--- config.mk ---
export PLATFORM = sky130hd
export DESIGN_NAME = sdram_line_sched
export DESIGN_NICKNAME = d
export VERILOG_FILES = /design/src/rtl/sdram_line_sched.sv
export SDC_FILE = /design/constraint.sdc
export NUM_CORES = 1
export LEC_CHECK = 0
export ABC_AREA = 1
export BUFFER_PORTS_ARGS = -buffer_cell sky130_fd_sc_hd__buf_2
export CORE_MARGIN = 10
export CORE_UTILIZATION = 58
export DETAILED_ROUTE_END_ITERATION = 6
export PLACE_DENSITY = 0.88
export SYNTH_ARGS = -nofsm -noshare
export SYNTH_HDL_FRONTEND = slang
export SYNTH_SLANG_ARGS = --single-unit
--- constraint.sdc ---
create_clock -name i_clk -period 1.6 [get_ports i_clk]
set_input_delay 0.16 -clock i_clk [delete_from_list [all_inputs] [get_ports i_clk]]
set_output_delay 0.16 -clock i_clk [all_outputs]
set_load 0.05 [all_outputs]
--- src/rtl/sdram_line_sched.sv ---
// Single-port SDRAM request scheduler: arbitrates refresh, capture-line writes and
// display-line reads, and owns the capture/display line pointers.
module sdram_line_sched #(
    parameter int LINE_W      = 9,
    parameter int LINES       = 288,
    parameter int LVL_W       = 10,
    parameter int FIFO_HI     = 768,
    parameter int REFR_CYCLES = 1040
) (
    input  logic              i_clk,
    input  logic              i_reset_n,
    input  logic              i_fifo_nempty,
    input  logic [LVL_W-1:0]  i_fifo_level,
    input  logic              i_line_end,
    input  logic              i_cap_vsync,
    input  logic              i_disp_vsync,
    output logic              o_cmd_valid,
    output logic              o_cmd_write,
    output logic              o_cmd_refresh,
    output logic [LINE_W-1:0] o_cmd_line,
    input  logic              i_cmd_ack,
    input  logic              i_cmd_done,
    output logic              o_rd_overrun,
    output logic              o_busy
);

    localparam int                TMR_W     = $clog2(REFR_CYCLES);
    localparam logic [TMR_W-1:0]  TMR_LOAD  = TMR_W'(REFR_CYCLES - 1);
    localparam logic [TMR_W-1:0]  TMR_ONE   = TMR_W'(1);
    localparam logic [TMR_W-1:0]  TMR_ZERO  = TMR_W'(0);
    localparam logic [LINE_W-1:0] LINE_LAST = LINE_W'(LINES - 1);
    localparam logic [LINE_W-1:0] LINE_ONE  = LINE_W'(1);
    localparam logic [LINE_W-1:0] LINE_ZERO = LINE_W'(0);
    localparam logic [LVL_W-1:0]  LVL_HI    = LVL_W'(FIFO_HI);

    typedef enum logic [1:0] {
        ST_IDLE  = 2'd0,
        ST_ISSUE = 2'd1,
        ST_WAIT  = 2'd2
    } state_e;

    function automatic logic [LINE_W-1:0] next_line(input logic [LINE_W-1:0] cur);
        logic [LINE_W-1:0] nxt;
        if (cur == LINE_LAST) begin
            nxt = LINE_ZERO;
        end else begin
            nxt = cur + LINE_ONE;
        end
        return nxt;
    endfunction

    state_e              state_q, state_d;
    logic [TMR_W-1:0]    tmr_q, tmr_d;
    logic                refr_pend_q, refr_pend_d;
    logic                le_s1_q, le_s1_d;
    logic                le_s2_q, le_s2_d;
    logic                rd_pend_q, rd_pend_d;
    logic                overrun_q, overrun_d;
    logic [LINE_W-1:0]   wr_line_q, wr_line_d;
    logic [LINE_W-1:0]   rd_line_q, rd_line_d;
    logic                wr_cancel_q, wr_cancel_d;
    logic                rd_cancel_q, rd_cancel_d;
    logic                cmd_valid_q, cmd_valid_d;
    logic                cmd_write_q, cmd_write_d;
    logic                cmd_refresh_q, cmd_refresh_d;
    logic [LINE_W-1:0]   cmd_line_q, cmd_line_d;
    logic                busy_q, busy_d;

    logic                urgent_s;
    logic                req_any_s;
    logic                launch_s;
    logic                ack_s;
    logic                done_s;
    logic                ack_ref_s;
    logic                ack_rd_s;
    logic                edge_s;
    logic                tmr_hit_s;
    logic                wr_inflight_s;
    logic                rd_inflight_s;
    logic                wr_done_s;
    logic                rd_done_s;
    logic                sel_write_s;
    logic                sel_refresh_s;
    logic [LINE_W-1:0]   sel_line_s;

    // Handshake and request decode shared by the FSM and bookkeeping.
    always_comb begin
        urgent_s      = i_fifo_nempty && (i_fifo_level >= LVL_HI);
        req_any_s     = refr_pend_q || i_fifo_nempty || rd_pend_q;
        launch_s      = (state_q == ST_IDLE) && req_any_s;
        ack_s         = (state_q == ST_ISSUE) && i_cmd_ack;
        done_s        = ((state_q == ST_WAIT) && i_cmd_done) || (ack_s && i_cmd_done);
        ack_ref_s     = ack_s && cmd_refresh_q;
        ack_rd_s      = ack_s && !cmd_write_q && !cmd_refresh_q;
        wr_inflight_s = (state_q != ST_IDLE) && cmd_write_q;
        rd_inflight_s = (state_q != ST_IDLE) && !cmd_write_q && !cmd_refresh_q;
        wr_done_s     = done_s && cmd_write_q;
        rd_done_s     = done_s && !cmd_write_q && !cmd_refresh_q;
        edge_s        = le_s1_q && !le_s2_q;
        tmr_hit_s     = (tmr_q == TMR_ONE);
    end

    // Fixed-priority selection; a vsync on the launch cycle already means line 0.
    always_comb begin
        sel_write_s   = 1'b0;
        sel_refresh_s = 1'b0;
        sel_line_s    = LINE_ZERO;
        if (refr_pend_q) begin
            sel_refresh_s = 1'b1;
        end else if (urgent_s) begin
            sel_write_s = 1'b1;
            sel_line_s  = i_cap_vsync ? LINE_ZERO : wr_line_q;
        end else if (rd_pend_q) begin
            sel_line_s  = i_disp_vsync ? LINE_ZERO : rd_line_q;
        end else if (i_fifo_nempty) begin
            sel_write_s = 1'b1;
            sel_line_s  = i_cap_vsync ? LINE_ZERO : wr_line_q;
        end else begin
            sel_line_s  = LINE_ZERO;
        end
    end

    // FSM state register.
    always_ff @(posedge i_clk or negedge i_reset_n) begin
        if (!i_reset_n) begin
            state_q <= ST_IDLE;
        end else begin
            state_q <= state_d;
        end
    end

    // FSM next-state logic.
    always_comb begin
        state_d = state_q;
        case (state_q)
            ST_IDLE: begin
                if (req_any_s) begin
                    state_d = ST_ISSUE;
                end else begin
                    state_d = ST_IDLE;
                end
            end
            ST_ISSUE: begin
                if (ack_s) begin
                    state_d = i_cmd_done ? ST_IDLE : ST_WAIT;
                end else begin
                    state_d = ST_ISSUE;
                end
            end
            ST_WAIT: begin
                if (i_cmd_done) begin
                    state_d = ST_IDLE;
                end else begin
                    state_d = ST_WAIT;
                end
            end
            default: state_d = ST_IDLE;
        endcase
    end

    // FSM outputs: command fields latched at launch and held for the whole operation.
    always_comb begin
        cmd_valid_d = (state_d == ST_ISSUE);
        busy_d      = (state_d != ST_IDLE);
        if (launch_s) begin
            cmd_write_d   = sel_write_s;
            cmd_refresh_d = sel_refresh_s;
            cmd_line_d    = sel_line_s;
        end else begin
            cmd_write_d   = cmd_write_q;
            cmd_refresh_d = cmd_refresh_q;
            cmd_line_d    = cmd_line_q;
        end
    end

    // Refresh timer, pending flags, line-end edge detect and line pointers.
    always_comb begin
        tmr_d = (tmr_q == TMR_ZERO) ? TMR_LOAD : (tmr_q - TMR_ONE);

        if (ack_ref_s) begin
            refr_pend_d = 1'b0;
        end else if (tmr_hit_s) begin
            refr_pend_d = 1'b1;
        end else begin
            refr_pend_d = refr_pend_q;
        end

        le_s1_d = i_line_end;
        le_s2_d = le_s1_q;

        // A new edge on the ack cycle is a fresh request, not a lost one.
        if (edge_s) begin
            rd_pend_d = 1'b1;
        end else if (ack_rd_s) begin
            rd_pend_d = 1'b0;
        end else begin
            rd_pend_d = rd_pend_q;
        end
        overrun_d = edge_s && rd_pend_q && !ack_rd_s;

        if (launch_s) begin
            wr_cancel_d = 1'b0;
        end else if (i_cap_vsync && wr_inflight_s) begin
            wr_cancel_d = 1'b1;
        end else begin
            wr_cancel_d = wr_cancel_q;
        end

        if (launch_s) begin
            rd_cancel_d = 1'b0;
        end else if (i_disp_vsync && rd_inflight_s) begin
            rd_cancel_d = 1'b1;
        end else begin
            rd_cancel_d = rd_cancel_q;
        end

        if (i_cap_vsync) begin
            wr_line_d = LINE_ZERO;
        end else if (wr_done_s && !wr_cancel_q) begin
            wr_line_d = next_line(wr_line_q);
        end else begin
            wr_line_d = wr_line_q;
        end

        if (i_disp_vsync) begin
            rd_line_d = LINE_ZERO;
        end else if (rd_done_s && !rd_cancel_q) begin
            rd_line_d = next_line(rd_line_q);
        end else begin
            rd_line_d = rd_line_q;
        end
    end

    // Datapath and output registers.
    always_ff @(posedge i_clk or negedge i_reset_n) begin
        if (!i_reset_n) begin
            tmr_q         <= TMR_LOAD;
            refr_pend_q   <= 1'b0;
            le_s1_q       <= 1'b0;
            le_s2_q       <= 1'b0;
            rd_pend_q     <= 1'b0;
            overrun_q     <= 1'b0;
            wr_line_q     <= LINE_ZERO;
            rd_line_q     <= LINE_ZERO;
            wr_cancel_q   <= 1'b0;
            rd_cancel_q   <= 1'b0;
            cmd_valid_q   <= 1'b0;
            cmd_write_q   <= 1'b0;
            cmd_refresh_q <= 1'b0;
            cmd_line_q    <= LINE_ZERO;
            busy_q        <= 1'b0;
        end else begin
            tmr_q         <= tmr_d;
            refr_pend_q   <= refr_pend_d;
            le_s1_q       <= le_s1_d;
            le_s2_q       <= le_s2_d;
            rd_pend_q     <= rd_pend_d;
            overrun_q     <= overrun_d;
            wr_line_q     <= wr_line_d;
            rd_line_q     <= rd_line_d;
            wr_cancel_q   <= wr_cancel_d;
            rd_cancel_q   <= rd_cancel_d;
            cmd_valid_q   <= cmd_valid_d;
            cmd_write_q   <= cmd_write_d;
            cmd_refresh_q <= cmd_refresh_d;
            cmd_line_q    <= cmd_line_d;
            busy_q        <= busy_d;
        end
    end

    assign o_cmd_valid   = cmd_valid_q;
    assign o_cmd_write   = cmd_write_q;
    assign o_cmd_refresh = cmd_refresh_q;
    assign o_cmd_line    = cmd_line_q;
    assign o_rd_overrun  = overrun_q;
    assign o_busy        = busy_q;

endmodule

==> results.py, run 1 <==
metrics = {
    "timing": {
        "fin_crit_ns": 1.47,
        "rsz0062_at_grt": "no",
        "drv_slew": 0,
        "setup_viol": 0,
        "hold_viol_final": 0,
        "fin_crit_sh_pct": 92.1,
        "worst_slack_ns": 0.126,
        "finalSetupTns_ns": 0,
        "tightestPinTransition_ns": 0.511,
        "clock.fmax_mhz": 678,
        "timing.hold.ws_ns": 0.113,
        "slew_headroom_pct": 65.9,
        "fin_skew_ns": 0.00781,
    },
    "yosys": {
        "ys_seq_elements": 51,
        "yosysWarnings": 0,
        "syn_nets": 386,
        "synth_top_area_share_pct": 41.3,
        "ys_seq_area_share_pct": 46.0,
        "avgSynthCellArea_um2": 7.66,
        "synth_area_um2": 2790,
        "synth_cell_types": 33,
        "netlist_instances": 364,
        "synth_largest_area_cell": "dfrtp_1",
        "yosys-top-cells-area": "dfrtp_1, nand2_1, inv_1",
    },
    "clocking": {
        "cts_buffers": 5,
        "cts_root_buffer": "clkbuf_8",
        "clkSlewWorstSetupHoldPaths_ns": 0.09,
        "cts.sinks": 51,
        "post_cts_buffers": 0,
        "cts_tree": "built",
        "clockBufferDepth": 2,
        "htree_levels": 2,
        "worstSkewPairLatency_ns": 0.30,
    },
    "pwr": {
        "comb_power_share_pct": 29.7,
        "swShare_pct": 38.0,
        "seqPwrFrac_pct": 47.8,
        "ir_drop_mv": 0.680,
        "total_power_mw": 3.14,
        "power_density_nw_per_um2": 1020,
        "p_leak_nw": 1.74,
        "switchingPower_mw": 1.19,
        "clkPwrFrac_pct": 22.5,
        "p_int_mw": 1.94,
    },
    "placement": {
        "dp.cells": 438,
        "dp_hpwl_um": 4400,
        "io_buffers": 23,
        "placed_cell_area_um2": 2970,
        "gp_congestion": 0.904,
        "pre_cts_slack_ns": 0.113,
    },
    "final_layout": {
        "nets": 415,
        "final_common_cell": "nand2_1",
        "fin_util_pct": 65.5,
        "final_layout_size_suffix_gt1_share_pct": 17.3,
        "final_cell_count_no_fill": 448,
        "final_cell_mix": "nand2_1, inv_1, dfrtp_1, nor2_1, nand3_1",
        "diodes": 0,
        "syn2layout_area_growth_pct": 10.3,
        "finalInstanceArea_um2": 3070,
    },
    "grt": {
        "grt.overflow.total": 0,
        "grt_pass1_vias": 2339,
        "antenna_found_initial": 0,
        "grt_max_degree": 31,
        "grt_pass1_wl_um": 10600,
        "grt.total_usage_pct": 16.5,
    },
    "drt": {
        "drtAntennaViolNets": 0,
        "drt_iter0_drc": 207,
        "post_drt_wl_per_cell_um": 13.1,
        "via_per_inst": 5.29,
        "first_pass_iters": 4,
        "drcViolationCount": 0,
        "vias": 2372,
        "totalWireLength_um": 5870,
    },
    "run": {
        "cap_violations": 0,
    },
    "floorplanning": {
        "row_count": 25,
        "start_util_pct": 59.4,
        "die_w_um": 89.3,
        "die-area_um2": 7980,
        "ios": 32,
        "die_y_um": 89.3,
        "coreArea_um2": 4690,
    },
    "setup_path": {
        "endpoint_kind": "register",
        "cp_max_fo": 5,
        "critical_path_required_ns": 1.84,
        "critPathArrivalTime_ns": 1.71,
        "criticalPathCategory": "register to register",
        "start_kind": "register",
    },
    "hold_path": {
        "holdCritPathClass": "primary input to register",
    },
    "run_status": {
        "status": "completed",
    },
}
==> registers in the layout (all words and copies together), names as in the netlist <==
name,cells
wr_cancel_q,1
o_cmd_valid,1
rd_line_q,9
refr_pend_q,1
state_q,2
o_cmd_line,9
le_s1_q,1
rd_pend_q,1
tmr_q,11
o_rd_overrun,1
o_cmd_refresh,1
o_busy,1
wr_line_q,9
o_cmd_write,1
rd_cancel_q,1
le_s2_q,1
==> final timing paths <==
kind                             from            to  slack (ns)  depth (start not counted)
max                          tmr_q[0]      tmr_q[3]        0.13                          8
min                        i_cmd_done    state_q[1]        0.11                          2
max reg2reg                  tmr_q[0]      tmr_q[3]        0.13                          8
min reg2reg                   le_s1_q       le_s2_q        0.42                          0
max in group asynchronous   i_reset_n     tmr_q[10]        0.63                          3
min in group asynchronous   i_reset_n  o_rd_overrun        0.38                          2
==> power groups by stage <==
stage	Combinational [mW]	Sequential [mW]	Clock, mW
finish	0.931	1.50	0.706
global route	1.03	1.51	0.802
CTS	0.936	1.50	0.720
detailed placement	0.925	1.52	0
global placement	0.907	1.51	0
floorplan	0.522	1.70	0
==> repair_timing <==
action / in CTS / in global routing
endpoints found under the setup margin: 0 / 1
endpoints found under the hold margin: 18 / 0
gates resized for setup: 0 / 1
hold buffers: 2 / 0
==> synth_stat cells <==
cell	n
nor2_1	27
o21bai_1	2
o21ai_0	6
or2_1	1
nand3_1	26
o31ai_1	2
nand2_2	7
nor3_1	4
nand4_2	1
buf_2	3
inv_1	47
a21oi_1	3
buf_4	1
nor2_4	4
a21o_1	1
dfrtp_1	46
nand2_1	129
nor2_2	5
a31oi_4	1
buf_6	1
clkinv_1	1
nand3_2	3
nand4_1	16
o21ai_2	2
xnor2_1	1
xor2_1	7
inv_2	4
o221ai_1	1
nor3_2	1
dfstp_2	5
ha_1	4
clkbuf_1	1
inv_4	1
==> critical path: stages, from the launching register on <==
cell and delay, ns:
dfstp_2 0.55, inv_1 0.05, ha_1 0.23, nand3_1 0.17
nor2_2 0.08, nand2_2 0.10, inv_2 0.07, nor2_1 0.10
nand2_1 0.06
==> kinds of logic (layout without fill, tap and decap cells) <==
group | after synthesis | in the layout | synth area share (%)
fa+ha+maj | 4 | 4 | 1.80
flops | 51 | 51 | 46.0
compound gates | 18 | 18 | 4.67
buf+inv | 59 | 89 | 8.58
xor+xnor | 8 | 8 | 2.51
simple gates | 224 | 224 | 36.4
==> routing by layer <==
| metal | track usage (%) | share of wire [%] | routed length [µm] | vias to the layer above |
|---|---|---|---|---|
| met5 | 0 | 0 | 0 | - |
| met4 | 4.91 | 1.3 | 78 | 0 |
| met3 | 3.56 | 6.6 | 386 | 9 |
| met2 | 27.3 | 47 | 2780 | 61 |
| met1 | 21.0 | 45 | 2630 | 1105 |
| li1 | - | - | - | 1197 |
==> area by class of cell <==
cell class / count / area (µm²)
clock buffer: 6 / 72.6
clock inverter: 2 / 12.5
fill: 377 / 1620
inverter: 53 / 201
multi-input combinational: 254 / 1260
sequential: 51 / 1280
tap: 54 / 67.6
timing repair buffer: 28 / 170
Power figures use the tool's default switching activity.
==> run 2, diff against run 1 <==
--- a/config.mk
+++ b/config.mk
@@ -7,9 +7,10 @@
 export LEC_CHECK = 0
 export ABC_AREA = 1
 export BUFFER_PORTS_ARGS = -buffer_cell sky130_fd_sc_hd__buf_2
-export CORE_MARGIN = 10
+export CORE_MARGIN = 2
 export CORE_UTILIZATION = 58
 export DETAILED_ROUTE_END_ITERATION = 6
+export MAX_ROUTING_LAYER = met4
 export PLACE_DENSITY = 0.88
 export SYNTH_ARGS = -nofsm -noshare
 export SYNTH_HDL_FRONTEND = slang
==> run 2 against run 1 <==
Sequential cell count unchanged. Clock skew up 0.0058 ns. Die area down 33%. Combinational power up 1%. Worst setup slack better by 0.047 ns. Largest power group unchanged. Highest routed layer unchanged.
==> results.py, run 2 (synthesis results as in run 1) <==
metrics = {
    "timing": {
        "fin_skew_ns": 0.0136,
        "tightestPinTransition_ns": 0.464,
        "timing.hold.ws_ns": 0.0947,
        "drv_slew": 0,
        "rsz0062_at_grt": "no",
        "setup_viol": 0,
        "fin_crit_ns": 1.43,
        "slew_headroom_pct": 69.0,
        "fin_crit_sh_pct": 89.2,
        "hold_viol_final": 0,
        "clock.fmax_mhz": 701,
        "finalSetupTns_ns": 0,
    },
    "grt": {
        "grt_max_degree": 34,
        "grt.total_usage_pct": 24.4,
        "grt_pass1_wl_um": 9920,
        "antenna_found_initial": 0,
        "grt_pass1_vias": 2206,
        "grt.overflow.total": 0,
    },
    "hold_path": {
        "holdCritStartpoint": "i_cmd_ack",
        "holdCritPathClass": "primary input to register",
    },
    "final_layout": {
        "final_cell_mix": "nand2_1, inv_1, dfrtp_1, nor2_1, nand3_1",
        "fill_cells": 369,
        "final_common_cell": "nand2_1",
        "top_register": "tmr_q",
        "nets": 414,
        "syn2layout_area_growth_pct": 10.1,
        "diodes": 0,
        "final_cell_count_no_fill": 447,
        "final_layout_size_suffix_gt1_share_pct": 17.0,
        "largest_reg_flops": 11,
    },
    "clocking": {
        "worstSkewPairLatency_ns": 0.30,
        "clkSlewWorstSetupHoldPaths_ns": 0.09,
        "cts_buffers": 5,
        "cts.sinks": 51,
        "cts_root_buffer": "clkbuf_8",
        "post_cts_buffers": 0,
        "cts_tree": "built",
        "htree_levels": 2,
        "clockBufferDepth": 2,
    },
    "drt": {
        "drt_iter0_drc": 167,
        "vias": 2359,
        "totalWireLength_um": 5790,
        "drtAntennaViolNets": 0,
        "post_drt_wl_per_cell_um": 12.9,
        "first_pass_iters": 4,
        "via_per_inst": 5.28,
        "drcViolationCount": 0,
    },
    "placement": {
        "dp_hpwl_um": 4330,
        "dp.cells": 437,
        "io_buffers": 23,
        "gp_congestion": 0.868,
    },
    "setup_path": {
        "crit_buf_inv": 2,
        "worstSetupStartpoint": "tmr_q[0]",
        "cp_max_fo": 5,
        "endpoint_kind": "register",
        "r2r-start": "tmr_q[0]",
        "path_cells": "inv_1 -> ha_1 -> nand3_2 -> nor2_2 -> nand2_2 -> inv_2 -> nor2_1 -> nand2_1",
        "start_kind": "register",
        "critical_path_required_ns": 1.84,
        "critPathTopFamily": "flip-flops",
        "criticalPathCategory": "register to register",
        "crit_path_max_incr_delay_ns": 0.55,
        "cp_slowest_cell": "dfstp_2",
        "critPathArrivalTime_ns": 1.67,
    },
    "run_status": {
        "status": "completed",
    },
    "floorplanning": {
        "ios": 32,
        "die_y_um": 73.3,
        "row_count": 25,
        "start_util_pct": 59.4,
        "coreArea_um2": 4690,
        "die-area_um2": 5370,
        "die_w_um": 73.3,
    },
    "pwr": {
        "total_power_mw": 3.15,
        "ir_drop_mv": 0.616,
        "p_leak_nw": 1.74,
        "power_density_nw_per_um2": 1030,
    },
    "run": {
        "cap_violations": 0,
    },
}
run 2: report_power, final:
| group | switching, mW | internal, mW |
|---|---|---|
| Clock | 0.407 | 0.306 |
| Sequential | 0.0834 | 1.41 |
| Combinational | 0.714 | 0.225 |
| Total | 1.20 | 1.94 |
run 2: worst reg2reg max path, stage by stage, from the launching register on:
cell,delay (ns)
dfstp_2,0.55
inv_1,0.05
ha_1,0.24
nand3_2,0.14
nor2_2,0.06
nand2_2,0.10
inv_2,0.07
nor2_1,0.09
nand2_1,0.06
run 2: area by class of cell:
type | count | area [µm²] | area share, %
timing repair buffer | 27 | 163 | 5.30
clock buffer | 6 | 72.6 | 2.36
sequential | 51 | 1280 | 41.8
tap | 54 | 67.6 | 2.20
multi-input combinational | 254 | 1270 | 41.4
inverter | 53 | 201 | 6.56
clock inverter | 2 | 12.5 | 0.408
run 2: repair_timing:
| action | CTS | global route |
|---|---|---|
| hold buffers | 2 | 0 |
| endpoints found under the hold margin | 15 | 0 |
| resized for setup | 0 | 1 |
| setup endpoints to repair | 0 | 1 |
run 2: worst paths after layout:
path | depth (start not counted) | endpoint | slack, ns
hold / removal | 2 | state_q[0] | 0.09
hold reg to reg | 0 | le_s2_q | 0.38
max in group asynchronous | 3 | tmr_q[10] | 0.67
setup reg to reg | 8 | tmr_q[3] | 0.17
setup / recovery | 8 | tmr_q[3] | 0.17
min in group asynchronous | 2 | tmr_q[6] | 0.33
run 2: routing by layer:
layer,global-route usage (%),wire length (µm),vias to the layer above,share of wire (%)
li1,-,-,1190,-
met1,30.5,2650,1109,46
met2,38.3,2790,47,48
met3,5.35,227,13,3.9
met4,10.5,119,0,2.1
met5,-,0,-,0
run 2: through the flow:
stage	utilization [%]	setup slack, ns	instance area (µm²)
final	65.4	0.173	3070
after global routing	65.4	0.0653	3070
after CTS	65.3	0.121	3060
after detailed placement	63.1	0.137	2960
after global placement	63.1	0.182	2960
after floorplan	-	0.213	2790
